## src/rtl/redux_imem_loader.sv

```systemverilog
// Redux-V program loader and byte-wide instruction RAM with combinational fetch.
// Define REDUX_LOADER_FILL_EN to zero unloaded RAM before releasing the CPU.
module redux_imem_loader #(
  parameter int ADDR_W = 8
) (
  input  logic              clk,
  input  logic              rst,
  input  logic              in_valid,
  output logic              in_ready,
  input  logic [7:0]        in_data,
  input  logic              in_last,
  input  logic [7:0]        endereco,
  output logic [7:0]        instrucao,
  output logic              cpu_hold,
  output logic              load_done,
  output logic [ADDR_W:0]   load_count,
  output logic              err_overflow
);

`ifdef REDUX_LOADER_FILL_EN
  typedef enum logic [1:0] {
    LOAD = 2'd0,
    FILL = 2'd1,
    RUN  = 2'd2
  } state_e;
`else
  typedef enum logic [1:0] {
    LOAD = 2'd0,
    RUN  = 2'd2
  } state_e;
`endif

  localparam int DEPTH = 2 ** ADDR_W;

  state_e              state_q, state_d;
  logic [ADDR_W-1:0]   ptr_q, ptr_d;
  logic [ADDR_W:0]     cnt_q, cnt_d;
  logic                err_q, err_d;
  logic                rdy_q, hold_q, done_q;
  logic                we;
  logic [7:0]          wdata;
  logic [7:0]          mem [DEPTH];
  logic [ADDR_W-1:0]   rd_addr;

  always_comb begin
    state_d = state_q;
    ptr_d   = ptr_q;
    cnt_d   = cnt_q;
    err_d   = err_q;
    we      = 1'b0;
    wdata   = in_data;
    unique case (state_q)
      LOAD: begin
        if (in_valid) begin
          we    = 1'b1;
          ptr_d = ptr_q + 1'b1;
          cnt_d = cnt_q + 1'b1;
          if (ptr_q == '1) begin
            state_d = RUN;
            err_d   = !in_last;
          end else if (in_last) begin
`ifdef REDUX_LOADER_FILL_EN
            state_d = FILL;
`else
            state_d = RUN;
`endif
          end
        end
      end
`ifdef REDUX_LOADER_FILL_EN
      FILL: begin
        we    = 1'b1;
        wdata = 8'h00;
        ptr_d = ptr_q + 1'b1;
        if (ptr_q == '1) state_d = RUN;
      end
`endif
      RUN: ;
      default: state_d = LOAD;
    endcase
  end

  // Handshake outputs are registered from the next state, so they decode state_q.
  always_ff @(posedge clk) begin
    if (rst) begin
      state_q <= LOAD;
      ptr_q   <= '0;
      cnt_q   <= '0;
      err_q   <= 1'b0;
      rdy_q   <= 1'b1;
      hold_q  <= 1'b1;
      done_q  <= 1'b0;
    end else begin
      state_q <= state_d;
      ptr_q   <= ptr_d;
      cnt_q   <= cnt_d;
      err_q   <= err_d;
      rdy_q   <= (state_d == LOAD);
      hold_q  <= (state_d != RUN);
      done_q  <= (state_d == RUN);
    end
  end

  always_ff @(posedge clk) begin
    if (we && !rst) mem[ptr_q] <= wdata;
  end

  assign rd_addr      = ADDR_W'(endereco);
  assign instrucao    = mem[rd_addr];
  assign in_ready     = rdy_q;
  assign cpu_hold     = hold_q;
  assign load_done    = done_q;
  assign load_count   = cnt_q;
  assign err_overflow = err_q;

endmodule
```

## config.mk

```make
export PLATFORM = sky130hd
export DESIGN_NAME = redux_imem_loader
export DESIGN_NICKNAME = d
export VERILOG_FILES = /design/src/rtl/redux_imem_loader.sv
export SDC_FILE = /design/constraint.sdc
export NUM_CORES = 2
export LEC_CHECK = 0
export CORE_UTILIZATION = 30
export DETAILED_ROUTE_END_ITERATION = 12
export DONT_BUFFER_PORTS = 1
export PLACE_DENSITY = 0.5
export SLEW_MARGIN = 20
export SYNTH_ARGS = -nofsm -noshare
export SYNTH_HDL_FRONTEND = slang
export SYNTH_SLANG_ARGS = --single-unit
```

## constraint.sdc

```tcl
create_clock -name clk -period 3.1 [get_ports clk]
set_input_delay 0.31 -clock clk [delete_from_list [all_inputs] [get_ports clk]]
set_output_delay 0.31 -clock clk [all_outputs]
set_load 0.03 [all_outputs]
```

=== Word-level counts from Yosys, hierarchy flattened ===
Memory sizes are Yosys's and may differ from the RTL's.
Index checks and enable logic that the tools add are counted.

* Add/sub/neg operators: 2
* Equal/unequal tests: 4
* Reductions and logical operators: 7
* Multiplexer cells: 8

{| class="wikitable"
|+ Operators by type and width
! kind !! count
|-
| $add 9x1->9 const B || 1
|-
| $add 8x1->8 const B || 1
|-
| $eq 8x8->1 const B || 1
|-
| $mux 2 || 3
|-
| $eq 2x2->1 const B || 2
|-
| $logic_not 2->1 || 2
|-
| $mux 1 || 4
|-
| $pmux 2 s2 || 1
|-
| $reduce_and 3->1 || 1
|-
| $logic_not 1->1 || 2
|-
| $ne 2x2->1 const B || 1
|-
| $reduce_and 2->1 || 1
|-
| $logic_and 1x1->1 || 1
|}

* Memories: 1
* Flip-flop bits (word level): 23
* Logic and storage cells: 29
* RAM bits: 2048
* Input bits: 20

{| class="wikitable"
|+ Memories
! name !! depth !! bits a word !! rd ports !! clocked after Yosys merged registers in !! wr ports !! line !! source
|-
| mem || 256 || 8 || 1 || 0 || 1 || 42 || <nowiki>logic [7:0] mem [DEPTH];</nowiki>
|}

=== Longest topological paths before layout ===
* Depth after elaboration: 5
* Gate-level depth with buffers: 11
* Gate-level depth less buffers: 6

=== Worst setup path before layout ===
Ideal clock, no wire load.

* Path kind: input to output
* Start point: input port endereco[0]
* End point: output port instrucao[2]
* Path buffers: 3
* Arrival: 2.629 ns
* Cell stages on the path: 9
* Slack: 0.161 ns
* Data required time: 2.790 ns
* Cells stage by stage: buf_6 > buf_6 > buf_6 > or3b_2 > nor2_1 > a211oi_1 > a31oi_1 > nor4_1 > nor4_1

* Word-level cells in the longest chain between the ends: 1

{| class="wikitable"
|+ RTL lines
! item !! line !! source
|-
| start: declaration || 12 || <nowiki>input logic [7:0] endereco,</nowiki>
|-
| $mem_v2 256x8 || -- ||
|-
| end: declaration || 13 || <nowiki>output logic [7:0] instrucao,</nowiki>
|}

Every way passes these cells.

=== Worst setup path in the final report ===
* Start point: input port endereco[1]
* End point: output port instrucao[3]

Same word-level chain as after synthesis.

==> flow_summary.yaml <==
placement:
  place_worst_setup_slack_ns: -0.439
  port_buffers: 0
  place_area_um2: 87600
  dp_hpwl_um: 120000
  dp.cells: 7657
  globalplace.congestion: 0.781
critical_path:
  cp-start-kind: "primary input"
  arrival_ns: 3.33
  required_ns: 2.79
  cp_max_fo: 481
  cp-end-kind: "output port"
  worstRegToRegCells: 8
  path_class: "in2out"
routing:
  drt_pass1_iterations: 5
  drcViolationCount: 0
  vias_per_cell: 5.00
  num_vias: 40355
  dr.first_iter.drc_count: 4018
  drt-total-wl_um: 217000
  ant_nets: 0
  wl_per_cell_um: 26.9
cts:
  insertion_delay_ns: 0.85
  ctsLongestPathBuffers: 3
  cts_tree: "built"
  cts_root_buf: "clkbuf_16"
  clk_pin_slew_ns: 0.06
  cts_inserted_buffers: 213
  cts_max_level: 4
  clkSinkCount: 2071
power:
  p_leak_nw: 30.2
  cellPowerDensity_nw_per_um2: 613
  vdd_ir_drop_max_uv: 513
hold_path:
  min_path_cells: 0
  hold_path_class: "in2reg"
timing:
  finalCritPeriodShare_pct: 118
  setup_violations: 8
  finalHoldViolations: 891
  slew_viol_final: 127
  fmax_mhz: 274
  rsz0062_at_grt: "yes"
  worst_pin_slew_ns: 1.64
  hold_ws_ns: -0.385
  finalCriticalPeriod_ns: 3.64
  setup_slack_ns: -0.545
  clock_skew_ns: 0.0386
  max_slew_margin_pct: -9.58
floorplanning:
  die_x_um: 519
  start_util_pct: 30.2
  die-area_um2: 270000
  core_area_um2: 266000
  io_pins: 41
  dieHeight_um: 519
  num_rows: 189
status:
  status: "finished, violations left"
  violations: "negative hold slack, max-slew violations, negative setup slack"
synth:
  seq_area_frac_synth_pct: 77.2
  synth_edf_count: 2048
  synthesis.area_um2: 80300
  synthFlopType: "edfxtp_1"
  syn_avg_cell_area_um2: 20.9
  ys_warn_count: 0
  synth.net_count: 3859
  ys_async_sr_fraction_pct: 0
  ys_types: 64
  synth_seq_cells: 2071
  syn_inst: 3834
cells_and_area:
  syn_to_final_growth_pct: 19.2
  nets: 4379
  stdcell_area_um2: 95700
  final_util_pct: 36.0
  drive_gt1_share_pct: 31.6
  final_cells: 8076
job:
  maxCapViolCount: 0
global_route:
  grt_max_degree: 543
  grt_pass1_vias: 41016
  grt_first_pass_wirelength_um: 302000
  antenna_found_initial: 7
  overflow: 0
  grtUsageTotal_pct: 15.5
==> state kept, by name, indices dropped and copies added (netlist names) <==
register      cells
ptr_q             8
load_count        9
err_overflow      1
cpu_hold          1
in_ready          1
mem            2048
state_q           2
load_done         1
==> worst paths after layout <==
check	startpoint	endpoint	slack, ns
max	endereco[1]	instrucao[3]	-0.54
min	in_data[0]	mem[10][0]	-0.38
max reg2reg	state_q[0]	mem[9][4]	0.21
min reg2reg	state_q[0]	cpu_hold	0.52
==> power by group <==
group          internal (mW)  total (mW)  switching [mW]  leakage, nW
combinational           1.21        2.73            1.52         8.21
sequential              30.8        30.8          0.0147         18.6
clock                   14.4        25.1            10.7         3.37
==> synth_stat cells (all sizes together) (6+ instances only) <==
master | n | area (um2)
o22ai | 27 | 169
dfxtp | 23 | 460
xor2 | 10 | 87.6
mux2i | 136 | 1360
nand3 | 13 | 65.1
mux4 | 442 | 10000
a21oi | 100 | 500
nor2 | 299 | 1120
inv | 8 | 30.0
nor4 | 13 | 81.3
a22oi | 161 | 1210
a22o | 25 | 219
o21ai | 22 | 110
a31oi | 12 | 75.1
buf | 132 | 1100
nor2b | 14 | 87.6
a221oi | 18 | 183
clkbuf | 103 | 389
o221ai | 38 | 333
nand4 | 6 | 37.5
and3 | 7 | 43.8
o21a | 6 | 45.0
nor3 | 27 | 135
a211oi | 10 | 75.1
edfxtp | 2048 | 61500
nand2 | 57 | 214
==> worst max-delay path, cell delays in order <==
cell      delay, ns
nand2b_2       0.54
buf_4          0.19
o221ai_1       0.29
a21oi_1        0.14
nor3_2         0.21
buf_4          0.17
nor4_4         0.08
buf_12         0.15
nor4_4         0.56
buf_6          0.22
==> stage by stage <==
stage | total power, mW | TNS [ns] | hold slack, ns
floorplan | 32.9 | 0 | 0.409
global placement | 33.5 | -2.73 | 0.383
detailed placement | 33.5 | -2.15 | 0.384
CTS | 58.7 | -2.66 | -0.473
global route | 60.3 | -2.56 | -0.429
finish | 58.7 | -3.42 | -0.385
==> cell families (layout without fill, tap and decap cells) <==
kind of cell	after synthesis	in the layout	synth area share [%]
fa+ha+maj	5	5	0.0779
buf+inv	245	950	1.90
mux	579	579	14.2
compound gates	446	446	3.93
other cells	1	5	0.00467
xor+xnor	12	12	0.131
flops	2071	2071	77.2
simple gates	475	475	2.59
==> layer usage <==
| metal | part of all wire, % | vias up | GRT usage, % |
|---|---|---|---|
| met1 | 45 | 21695 | 21.8 |
| met4 | 2.7 | 4 | 4.73 |
| li1 | - | 17137 | - |
| met5 | 0.0069 | - | 0 |
| met3 | 6.2 | 305 | 3.27 |
| met2 | 46 | 1214 | 24.0 |
==> layout by cell type (no fill, tap or decap), types with 23 or more instances in the layout <==
master,count
a21oi_1,81
a22oi_1,123
a22oi_2,38
buf_12,24
buf_4,485
clkbuf_1,50
clkbuf_16,227
clkinv_1,45
clkinv_2,53
dfxtp_1,23
edfxtp_1,2048
mux2i_1,134
mux4_2,433
nand2_1,46
nor2_1,295
o221ai_1,36
==> what timing repair did <==
item,4_1_cts,5_1_grt
gates cloned,0,10
endpoints found under the hold margin,2078,1863
setup buffers,0,0
pin swaps,37,21
setup endpoints to repair,8,14
hold buffers,3,9
gates resized for setup,103,45
==> area by class of cell <==
class / count / area, um2
Clock buffer: 274 / 5740
Fill cell: 24518 / 170000
Multi-Input combinational cell: 1518 / 17700
Sequential cell: 2071 / 62000
Tap cell: 3533 / 4420
Inverter: 10 / 37.5
Clock inverter: 126 / 1100
Timing Repair Buffer: 540 / 4740
Antenna cell: 4 / 10.0
Power figures use the tool's default switching activity.
